`config.mk`:
```
export PLATFORM = sky130hd
export DESIGN_NAME = mem_stage
export DESIGN_NICKNAME = d
export VERILOG_FILES = /design/src/rtl/mem_stage_pkg.sv /design/src/rtl/mem_stage_load_ext.sv /design/src/rtl/mem_stage.sv
export SDC_FILE = /design/constraint.sdc
export NUM_CORES = 1
export LEC_CHECK = 0
export CAP_MARGIN = 15
export CORE_UTILIZATION = 40
export CTS_BUF_LIST = sky130_fd_sc_hd__clkbuf_8 sky130_fd_sc_hd__clkbuf_16
export DETAILED_ROUTE_END_ITERATION = 6
export HOLD_SLACK_MARGIN = 0.05
export PLACE_DENSITY = 0.71
export SLEW_MARGIN = 20
export SYNTH_ARGS = -nofsm -noshare
export SYNTH_HDL_FRONTEND = slang
export SYNTH_SLANG_ARGS = --single-unit
```
`constraint.sdc`:
```
create_clock -name clk -period 6.2 [get_ports clk]
set_input_delay 0.62 -clock clk [delete_from_list [all_inputs] [get_ports clk]]
set_output_delay 0.62 -clock clk [all_outputs]
set_load 0.05 [all_outputs]
```
`src/rtl/mem_stage_pkg.sv`:
```
// Shared definitions for the MEM stage: bus widths, opcode encodings,
// FSM state encodings and access-size helpers.
package mem_stage_pkg;

    localparam int REG_W      = 32;  // register data bus
    localparam int REG_ADDR_W = 5;   // register index bus
    localparam int OP_W       = 8;   // opcode bus

    // Opcode encodings; anything not listed below is a non-memory op.
    localparam logic [OP_W-1:0] OP_NOP = 8'h00;
    localparam logic [OP_W-1:0] OP_ADD = 8'h01;
    localparam logic [OP_W-1:0] OP_LB  = 8'h20;
    localparam logic [OP_W-1:0] OP_LH  = 8'h21;
    localparam logic [OP_W-1:0] OP_LW  = 8'h22;
    localparam logic [OP_W-1:0] OP_LBU = 8'h24;
    localparam logic [OP_W-1:0] OP_LHU = 8'h25;
    localparam logic [OP_W-1:0] OP_SB  = 8'h28;
    localparam logic [OP_W-1:0] OP_SH  = 8'h29;
    localparam logic [OP_W-1:0] OP_SW  = 8'h2a;

    // FSM state encodings.
    localparam logic [1:0] ST_IDLE      = 2'd0;
    localparam logic [1:0] ST_ACCESS    = 2'd1;
    localparam logic [1:0] ST_WAIT_LAST = 2'd2;
    localparam logic [1:0] ST_DONE      = 2'd3;

    function automatic logic is_load(input logic [OP_W-1:0] op);
        return (op == OP_LB) || (op == OP_LH) || (op == OP_LW) ||
               (op == OP_LBU) || (op == OP_LHU);
    endfunction

    function automatic logic is_store(input logic [OP_W-1:0] op);
        return (op == OP_SB) || (op == OP_SH) || (op == OP_SW);
    endfunction

    function automatic logic is_mem(input logic [OP_W-1:0] op);
        return is_load(op) || is_store(op);
    endfunction

    // Number of bytes moved by an access; 0 for non-memory ops.
    function automatic logic [2:0] op_bytes(input logic [OP_W-1:0] op);
        case (op)
            OP_LB, OP_LBU, OP_SB: return 3'd1;
            OP_LH, OP_LHU, OP_SH: return 3'd2;
            OP_LW, OP_SW:         return 3'd4;
            default:              return 3'd0;
        endcase
    endfunction

    // Halfwords need a 2-byte aligned address, words a 4-byte aligned one.
    function automatic logic misaligned(input logic [OP_W-1:0] op, input logic [1:0] a);
        return ((op_bytes(op) == 3'd2) && a[0]) ||
               ((op_bytes(op) == 3'd4) && (a != 2'b00));
    endfunction

endpackage

```
`src/rtl/mem_stage_load_ext.sv`:
```
// Load data extender: assembled little-endian load bytes + opcode -> write-back data.
module mem_load_ext
    import mem_stage_pkg::*;
(
    input  logic [REG_W-1:0] raw_data,
    input  logic [OP_W-1:0]  op,
    output logic [REG_W-1:0] ext_data
);

    // Sign-extend LB/LH, zero-extend LBU/LHU, pass LW through.
    always_comb begin
        ext_data = raw_data;
        case (op)
            OP_LB:   ext_data = {{24{raw_data[7]}}, raw_data[7:0]};
            OP_LBU:  ext_data = {24'h0, raw_data[7:0]};
            OP_LH:   ext_data = {{16{raw_data[15]}}, raw_data[15:0]};
            OP_LHU:  ext_data = {16'h0, raw_data[15:0]};
            default: ext_data = raw_data;
        endcase
    end

endmodule

```
`src/rtl/mem_stage.sv`:
```
// MEM pipeline stage. Loads/stores are carried out one byte per granted
// request on a byte-wide RAM port while the pipe is stalled.
// Optional macro MEM_MISALIGN_CHK_EN: reject misaligned halfword/word
// accesses and report them on misalign_o.
//
// RAM handshake: while mem_req_o is high, mem_addr_o/mem_we_o/mem_dout_o
// stay stable until a cycle in which mem_gnt_i is high; the clock edge
// ending that cycle completes the byte. For a granted read, mem_din_i
// carries the byte during the following cycle.
module mem_stage
    import mem_stage_pkg::*;
#(
    parameter int ADDR_W = 32
) (
    input  logic                  clk,
    input  logic                  rst,
    input  logic [REG_ADDR_W-1:0] wd_i,
    input  logic                  wreg_i,
    input  logic [REG_W-1:0]      wdata_i,
    input  logic [ADDR_W-1:0]     mem_addr_i,
    input  logic [OP_W-1:0]       opcode_i,
    output logic [REG_ADDR_W-1:0] wd_o,
    output logic                  wreg_o,
    output logic [REG_W-1:0]      wdata_o,
    output logic                  stallreq_o,
    output logic                  mem_req_o,
    output logic                  mem_we_o,
    output logic [ADDR_W-1:0]     mem_addr_o,
    output logic [7:0]            mem_dout_o,
    input  logic [7:0]            mem_din_i,
    input  logic                  mem_gnt_i,
`ifdef MEM_MISALIGN_CHK_EN
    output logic                  misalign_o,
`endif
    output logic [1:0]            dbg_state_o
);

    logic [1:0]        state_q;
    logic [2:0]        cnt_q;
    logic [2:0]        cnt_nxt;
    logic [ADDR_W-1:0] base_q;
    logic [OP_W-1:0]   op_q;
    logic [REG_W-1:0]  data_q;
    logic              pend_q;      // a granted read byte arrives this cycle
    logic [1:0]        pend_idx_q;  // which byte lane it belongs to
    logic              reject;
    logic [REG_W-1:0]  ext_data;

    assign cnt_nxt     = cnt_q + 3'd1;
    assign dbg_state_o = rst ? state_q : ST_IDLE;

`ifdef MEM_MISALIGN_CHK_EN
    logic misal_q;
    assign reject     = misaligned(opcode_i, mem_addr_i[1:0]);
    assign misalign_o = rst && (state_q == ST_DONE) && misal_q;

    // Remember a rejected access so DONE can flag it and suppress write-back.
    always_ff @(posedge clk or negedge rst) begin
        if (!rst)
            misal_q <= 1'b0;
        else if (state_q == ST_IDLE)
            misal_q <= is_mem(opcode_i) && reject;
        else if (state_q == ST_DONE)
            misal_q <= 1'b0;
    end
`else
    assign reject = 1'b0;
`endif

    mem_load_ext u_load_ext (
        .raw_data (data_q),
        .op       (op_q),
        .ext_data (ext_data)
    );

    // Access FSM, byte counter and read-data assembly.
    always_ff @(posedge clk or negedge rst) begin
        if (!rst) begin
            state_q    <= ST_IDLE;
            cnt_q      <= 3'd0;
            base_q     <= '0;
            op_q       <= OP_NOP;
            data_q     <= '0;
            pend_q     <= 1'b0;
            pend_idx_q <= 2'd0;
        end else begin
            pend_q <= 1'b0;
            if (pend_q)
                data_q[{pend_idx_q, 3'b000} +: 8] <= mem_din_i;
            case (state_q)
                ST_IDLE: begin
                    if (is_mem(opcode_i)) begin
                        base_q  <= mem_addr_i;
                        op_q    <= opcode_i;
                        data_q  <= '0;
                        cnt_q   <= 3'd0;
                        state_q <= reject ? ST_DONE : ST_ACCESS;
                    end
                end
                ST_ACCESS: begin
                    if (mem_gnt_i) begin
                        cnt_q <= cnt_nxt;
                        if (!is_store(op_q)) begin
                            pend_q     <= 1'b1;
                            pend_idx_q <= cnt_q[1:0];
                        end
                        if (cnt_nxt == op_bytes(op_q))
                            state_q <= is_store(op_q) ? ST_DONE : ST_WAIT_LAST;
                    end
                end
                ST_WAIT_LAST: state_q <= ST_DONE;
                default: begin
                    state_q <= ST_IDLE;
                    cnt_q   <= 3'd0;
                end
            endcase
        end
    end

    // Output decode by state; everything forced low while reset is asserted.
    always_comb begin
        wd_o       = '0;
        wreg_o     = 1'b0;
        wdata_o    = '0;
        stallreq_o = 1'b0;
        mem_req_o  = 1'b0;
        mem_we_o   = 1'b0;
        mem_addr_o = '0;
        mem_dout_o = 8'h00;
        case (state_q)
            ST_IDLE: begin
                if (is_mem(opcode_i)) begin
                    stallreq_o = 1'b1;
                end else begin
                    wd_o    = wd_i;
                    wreg_o  = wreg_i;
                    wdata_o = wdata_i;
                end
            end
            ST_ACCESS: begin
                stallreq_o = 1'b1;
                mem_req_o  = 1'b1;
                mem_we_o   = is_store(op_q);
                mem_addr_o = base_q + ADDR_W'(cnt_q);
                mem_dout_o = wdata_i[{cnt_q[1:0], 3'b000} +: 8];
            end
            ST_WAIT_LAST: stallreq_o = 1'b1;
            default: begin
                wd_o    = wd_i;
                wdata_o = ext_data;
`ifdef MEM_MISALIGN_CHK_EN
                wreg_o  = wreg_i && is_load(op_q) && !misal_q;
`else
                wreg_o  = wreg_i && is_load(op_q);
`endif
            end
        endcase
        if (!rst) begin
            wd_o       = '0;
            wreg_o     = 1'b0;
            wdata_o    = '0;
            stallreq_o = 1'b0;
            mem_req_o  = 1'b0;
            mem_we_o   = 1'b0;
            mem_addr_o = '0;
            mem_dout_o = 8'h00;
        end
    end

endmodule
```
==> metrics.log, run 1 <==
INFO  metric antenna_cells_inserted = 0
INFO  metric grt-ovfl-total = 0
INFO  metric period_share = 75.1%
INFO  metric wl = 15800 µm
INFO  metric fillCellCount = around 1.2k
INFO  metric drive_gt1_share = under 10%
INFO  metric slew_violations = 0
INFO  metric setup_total_negative_slack = 0 ns
INFO  metric sequentialPowerShare = 30.6%
INFO  metric cts.htree.levels = 3
INFO  metric synth_area_per_cell = between 8 and 9 µm²
INFO  metric remaining_drc_errors = 0
INFO  metric clock_buffer_count_from_cts = 9
INFO  metric fmax = 215 MHz
INFO  metric netlist.area_leader.share = between 30% and 40%
INFO  metric switching_power_of_the_nets = between 1 and 1.5 mW
INFO  metric wire_length_of_the_first_global_routing_pass = between 20000 and 30000 µm
INFO  metric grt_setup_unrepaired = no
INFO  metric post-layout-total-power = about 2.9 mW
INFO  metric final_min_period = 4.66 ns
INFO  metric clock_sinks = 80
INFO  metric multi_input_area = 0.00296 mm²
INFO  metric sequential_cell_area = 0.00200 mm²
INFO  metric io_buffer_count = 171
INFO  metric core_region_area = about 0.013 mm²
INFO  metric powerDensity = 389 mW/mm²
INFO  metric netlist_top_cells_area = dfrtp_1 (38%), nand2_1 (9.8%), nor2_1 (6.6%), a22oi_1 (4.6%), xor2_1 (3.9%)
INFO  metric gpl_wtd_cong = just under 0.9
INFO  metric synthesis.area = approximately 0.0052 mm²
INFO  metric timing_worst_setup_path_type = reg2out
INFO  metric p_comb_share = 49.9%
INFO  metric clock_power_share = 19.5%
INFO  metric clock_tree.root_cell = clkbuf_16
INFO  metric detail_route.iter0.violations = around 350
INFO  metric cts_tree = done
INFO  metric synth-edff-count = 0
INFO  metric initial_utilization = between 40% and 50%
INFO  metric critPathLaunchType = flip-flop
INFO  metric postSynthRegisterBits = 80
INFO  metric avgViaCountPerCell = ~5.4
INFO  metric synth-compound-area-share = 13.8%
INFO  metric timing.max_cap.violations = 0
INFO  metric timing.clock.skew = around 0.0085 ns
INFO  metric firstDrtPassIters = 5
INFO  metric worstSetupEndpointType = output port
INFO  metric cts_max_path_buffers = 2
INFO  metric intPower = roughly 1.6 mW
INFO  metric clkTransAtPathRegs = around 0.060 ns
INFO  metric yosys.cell_types.count = 54
INFO  metric combinational_family_with_the_most_area_after_synthesis = simple AND/OR/NAND/NOR gates
INFO  metric yosys_warnings = 0
INFO  metric worst_ir_drop_vdd = roughly 0.18 mV
INFO  metric syn-num-nets = around 730
INFO  metric cts_hold_buf = 0
INFO  metric track_usage = between 20% and 30%
INFO  metric async_reset_ff_share = between 90% and 100%
INFO  metric dp.final_hpwl = between 10000 and 15000 µm
INFO  metric grt_pass1_vias = about 4.9k
INFO  metric worst_hold_slack = about 0.32 ns
INFO  metric floorplan.io_pins = roughly 170
INFO  metric synthDominantAreaCellType = dfrtp_1
INFO  metric final_cell_mix = clkdlybuf4s50_1 (170), nand2_1 (136), nor2_1 (90), dfrtp_1 (80), a22oi_1 (32)
INFO  metric sw_frac_of_total = approximately 46%
INFO  metric setup-violations-final = 0
INFO  metric core.rowCount = between 40 and 50
INFO  metric final_common_cell = clkdlybuf4s50_1
INFO  metric fp.dieH = 116 µm
INFO  metric clk_latency = between 0.3 and 0.4 ns
INFO  metric required = 5.58 ns
INFO  metric report.final.hold_viol_count = 0
INFO  metric via_count = ~5.2k
INFO  metric slew_headroom = between 30% and 40%
INFO  metric synth_mux_area_share = ~5.6%
INFO  metric setup_ws = roughly 1.5 ns
INFO  metric synthesis.instances = roughly 630
INFO  metric basic_gate_share_of_the_synthesized_area_counting_and_or_nand_and_nor_cells = 28.6%
INFO  metric tightestPinTransition = around 0.92 ns
INFO  metric synth_sequential_area_ratio = between 30 and 40%
INFO  metric design.die.area = ~0.013 mm²
INFO  metric dieWidth = 116 µm
INFO  metric route.antenna.remaining_nets = 0
INFO  metric avgRoutedWirePerCell = 16.5 µm
INFO  metric yosys.area_share.adder = under 10%
INFO  metric cellLeakagePower = between 3 and 4 nW
INFO  metric reg2reg_depth = 6
INFO  metric synthXorXnorAreaFrac = just over 5%
INFO  metric crit_path_max_fanout = 16
INFO  metric critical_path_arrival = approximately 4 ns
INFO  metric outcome = complete, no violations
INFO  metric initial_antenna_violation_count = 0
INFO  metric cts.repair_timing.setup_buffer_count = 0
INFO  metric area_growth = 41.1%
INFO  metric synth_flop_cell = dfrtp_1
INFO  metric post_cts_resized = 0
INFO  metric nNetsFinal = between 800 and 900
INFO  metric grt_max_degree = between 80 and 90
INFO  metric holdCritPathClass = in2async
INFO  metric detailedPlace.worstSlack = roughly 1.9 ns
[final timing paths]
| path | slack (ns) | from | to |
|---|---|---|---|
| worst max-delay path | 1.54 | cnt_q[0] | mem_addr_o[26] |
| worst min-delay path | 0.32 | rst | data_q[6] |
| worst max register to register | 3.58 | cnt_q[0] | state_q[1] |
| worst min register to register | 0.50 | op_q[5] | op_q[5] |
| max in group asynchronous | 5.32 | rst | state_q[1] |
| min in group clk | 0.50 | op_q[5] | op_q[5] |
[layer usage]
layer  track usage, %  routed length (µm)  part of all wire (%)  vias to the layer above
met1             31.9                6610                    42                     2452
met2             39.2                7690                    49                      220
li1                 -                   -                     -                     2468
met3             5.02                1270                   8.0                       16
met5                0                   0                     0                        -
met4             7.86                 229                   1.5                        0
[logic make-up after synthesis]
logic type,Yosys count
AND/OR/NAND/NOR,323
AO/OA/AOI/OAI,104
buffers and inverters,56
adder cells (fa/ha/maj),14
multiplexers,19
XOR/XNOR,30
flip-flops,80
[critical path, stage by stage, from the launching register on]
cell             delay (ns)
dfrtp_1                0.86
ha_1                   0.32
inv_1                  0.06
fa_1                   0.39
nand2b_1               0.19
a2111oi_2              0.41
buf_4                  0.26
nand4_1                0.13
xor2_1                 0.19
nor2_1                 0.09
clkdlybuf4s50_1        0.81
[sequential cells by signal, summed over array words and instances (netlist names)]
name and cells:
cnt_q 3, data_q 32, state_q 2, op_q 8
base_q 32, pend_idx_q 2, pend_q 1
[cells in the mapped netlist (9+ instances only)]
master	n
nand2_1	136
nor2_1	91
dfrtp_1	80
a22oi_1	32
a21oi_1	30
clkbuf_1	23
xor2_1	23
inv_1	20
nand4_1	19
o211ai_1	18
and2_1	14
nor3_1	14
ha_1	13
nand3_1	11
o21ai_0	10
mux2i_1	9
[area by class of cell]
cell class | count | share of cell area (%)
Inverter | 21 | 1.07
Clock buffer | 9 | 3.07
Sequential cell | 80 | 27.3
Clock inverter | 7 | 1.21
Multi-Input combinational cell | 490 | 40.3
Timing Repair Buffer | 179 | 24.1
Tap cell | 172 | 2.93
[stage by stage]
step / utilization (%) / instance area, µm² / cells
final: 57.9 / 7340 / 958
after detailed placement: 55.4 / 7020 / 942
after floorplan: - / 5200 / 626
after global placement: 55.4 / 7020 / 942
after CTS: 57.9 / 7340 / 958
after global routing: 57.9 / 7340 / 958
[power by group through the flow]
stage / sequential (mW) / clock [mW] / combinational, mW
3_3_place_gp: 0.870 / 0 / 1.39
4_1_cts: 0.871 / 0.566 / 1.43
5_1_grt: 0.900 / 0.588 / 1.54
6_report: 0.874 / 0.557 / 1.43
2_1_floorplan: 0.806 / 0 / 1.06
3_5_place_dp: 0.878 / 0 / 1.42
(Power assumes the default switching activity.)
==> run 2, diff against run 1 <==
==> constraint.sdc (replaced) <==
create_clock -name clk -period 4.7 [get_ports clk]
set_input_delay 0.47 -clock clk [delete_from_list [all_inputs] [get_ports clk]]
set_output_delay 0.47 -clock clk [all_outputs]
set_load 0.05 [all_outputs]
==> run 2 against run 1 <==
  * Critical path depth shrank 2
  * Global-route usage grew 0.48 points
  * Non-clock buffer count grew 1
  * Final area shrank 0.73%
  * Largest power group unchanged
  * Critical path type unchanged
==> metrics.log, run 2 (synthesis gave the netlist of run 1 again) <==
INFO  metric finish.cell_count_without_fillers = 958
INFO  metric detail_route.iter0.violations = between 300 and 400
INFO  metric route.antenna.remaining_nets = 0
INFO  metric required = approximately 4.2 ns
INFO  metric core_region_area = around 0.013 mm²
INFO  metric floorplan.io_pins = about 170
INFO  metric cts.htree.levels = 3
INFO  metric slew_headroom = roughly 43%
INFO  metric cts_hold_buf = 0
INFO  metric io_buffer_count = roughly 170
INFO  metric final_cell_mix = clkdlybuf4s50_1 (160), nand2_1 (136), nor2_1 (90), dfrtp_1 (80), a22oi_1 (32)
INFO  metric cellLeakagePower = around 3.1 nW
INFO  metric grt_setup_unrepaired = no
INFO  metric firstDrtPassIters = 5
INFO  metric grt_max_degree = 72
INFO  metric remaining_drc_errors = 0
INFO  metric layout_top_registers = base_q (32), data_q (32), op_q (8)
INFO  metric slew_violations = 0
INFO  metric tightestPinTransition = around 0.86 ns
INFO  metric max_stage_delay = slightly above 0.8 ns
INFO  metric initial_antenna_violation_count = 0
INFO  metric outcome = complete, no violations
INFO  metric drive_gt1_share = under 10%
INFO  metric period_share = between 80 and 90%
INFO  metric design.die.area = roughly 0.013 mm²
INFO  metric grt_pass1_vias = about 5k
INFO  metric grt-ovfl-total = 0
INFO  metric sequential_cell_area = roughly 0.0020 mm²
INFO  metric dieWidth = around 120 µm
INFO  metric critical_path_arrival = 3.46 ns
INFO  metric critPathLaunchType = flip-flop
INFO  metric worstSetupEndpointType = output port
INFO  metric wire_length_of_the_first_global_routing_pass = about 26000 µm
INFO  metric dp.final_hpwl = around 12000 µm
INFO  metric clkTransAtPathRegs = ~0.060 ns
INFO  metric avgViaCountPerCell = between 5 and 6
INFO  metric buf_inv_on_cp = 3
INFO  metric nNetsFinal = slightly below 900
INFO  metric timing_worst_setup_path_type = reg2out
INFO  metric initial_utilization = between 40% and 50%
INFO  metric critical_path.reg2reg.startpoint = cnt_q[1]
INFO  metric timing.clock.skew = about 0.0051 ns
INFO  metric post_cts_resized = 0
INFO  metric clock_sinks = 80
INFO  metric area_growth = 40.1%
INFO  metric report.final.hold_viol_count = 0
INFO  metric reg2reg_depth = 6
INFO  metric crit-reg2reg-capture = state_q[1]
INFO  metric fp.dieH = ~120 µm
INFO  metric powerDensity = 506 mW/mm²
INFO  metric via_count = about 5.2k
INFO  metric timing.max_cap.violations = 0
INFO  metric avgRoutedWirePerCell = about 17 µm
INFO  metric cts.repair_timing.setup_buffer_count = 0
INFO  metric crit_family = buffers and inverters
INFO  metric setup-violations-final = 0
INFO  metric cts_max_path_buffers = 2
INFO  metric multi_input_area = 0.00297 mm²
INFO  metric cts_tree = done
INFO  metric fmax = about 250 MHz
INFO  metric setup_total_negative_slack = 0 ns
INFO  metric antenna_cells_inserted = 0
INFO  metric holdCritPathClass = in2async
INFO  metric gpl_wtd_cong = about 0.87
INFO  metric timing.critical_path.slowest_stage_cell = clkdlybuf4s50_1
INFO  metric clock_tree.root_cell = clkbuf_16
INFO  metric worst_ir_drop_vdd = 0.168 mV
INFO  metric clock_buffer_count_from_cts = 9
INFO  metric wl = ~16000 µm
INFO  metric final_min_period = approximately 3.9 ns
INFO  metric fillCellCount = 1134
INFO  metric place_inst = between 900 and 1k
INFO  metric core.rowCount = a little over 40
INFO  metric final_common_cell = clkdlybuf4s50_1
INFO  metric crit_chain = inv_1 -> fa_1 -> nand2b_1 -> a2111oi_2 -> buf_4 -> xnor2_1 -> nor2_1 -> clkdlybuf4s50_1
INFO  metric crit_path_max_fanout = 12
INFO  metric clk_latency = roughly 0.33 ns
INFO  metric track_usage = around a quarter
INFO  metric reg2reg_slack = about 2.3 ns
[run 2: changes by cell type in the layout (fill, tap and decap cells not counted)]
cell	before	now
nor4_1	5	3
clkdlybuf4s50_1	170	160
buf_4	8	20
clkbuf_8	0	2
bufinv_16	2	0
inv_1	22	21
clkinv_4	1	0
nor3_1	13	14
nor3_2	2	1
nor4_2	0	2
buf_6	1	0
clkinv_2	1	2
[run 2: cell type report]
cell class                      count  area share (%)
Clock inverter                      4           0.292
Sequential cell                    80            27.5
Tap cell                          172            2.95
Multi-Input combinational cell    490            40.7
Inverter                           21            1.08
Clock buffer                       11            3.47
Timing Repair Buffer              180            24.0
[run 2: worst max-delay path by stage]
stage | end | start | slack [ns] | cells after the start
3_5_place_dp | mem_addr_o[10] | cnt_q[1] | 1.16 | 8
3_3_place_gp | mem_addr_o[10] | cnt_q[1] | 1.16 | 8
4_1_cts | mem_addr_o[10] | cnt_q[1] | 0.77 | 8
2_1_floorplan | mem_addr_o[22] | cnt_q[1] | 1.28 | 9
6_report | mem_addr_o[10] | cnt_q[1] | 0.77 | 8
5_1_grt | mem_addr_o[10] | cnt_q[1] | 0.56 | 8
[run 2: per-layer routing]
layer  track usage, %  vias up  part of all wire, %  wire (µm)
met1             32.3     2466                   43       6980
li1                 -     2473                    -          -
met3             3.40       27                  6.8       1100
met4             9.23        0                  1.8        288
met5                0        -                    0          0
met2             41.1      227                   48       7760
[run 2: metrics by stage]
| step | utilization (%) | hold WS (ns) | worst slack (ns) | instance area, µm² | power, mW |
|---|---|---|---|---|---|
| floorplan | - | 0.174 | 1.28 | 5200 | 2.46 |
| global placement | 55.3 | 0.443 | 1.16 | 7000 | 2.99 |
| detailed placement | 55.4 | 0.446 | 1.16 | 7010 | 3.04 |
| CTS | 57.5 | 0.0945 | 0.770 | 7290 | 3.69 |
| global route | 57.5 | 0.119 | 0.556 | 7290 | 3.91 |
| finish | 57.5 | 0.0837 | 0.773 | 7290 | 3.69 |
[run 2: power breakdown]
part           switching (mW)  internal [mW]
logic                    1.21          0.693
clock network           0.263          0.379
registers               0.242          0.898
[run 2: worst register-to-register path: stages (launching register included)]
cell      delay, ns
dfrtp_1        0.70
ha_1           0.38
and3_1         0.16
a31oi_1        0.14
or3b_2         0.48
nand3b_1       0.14
mux2_2         0.34
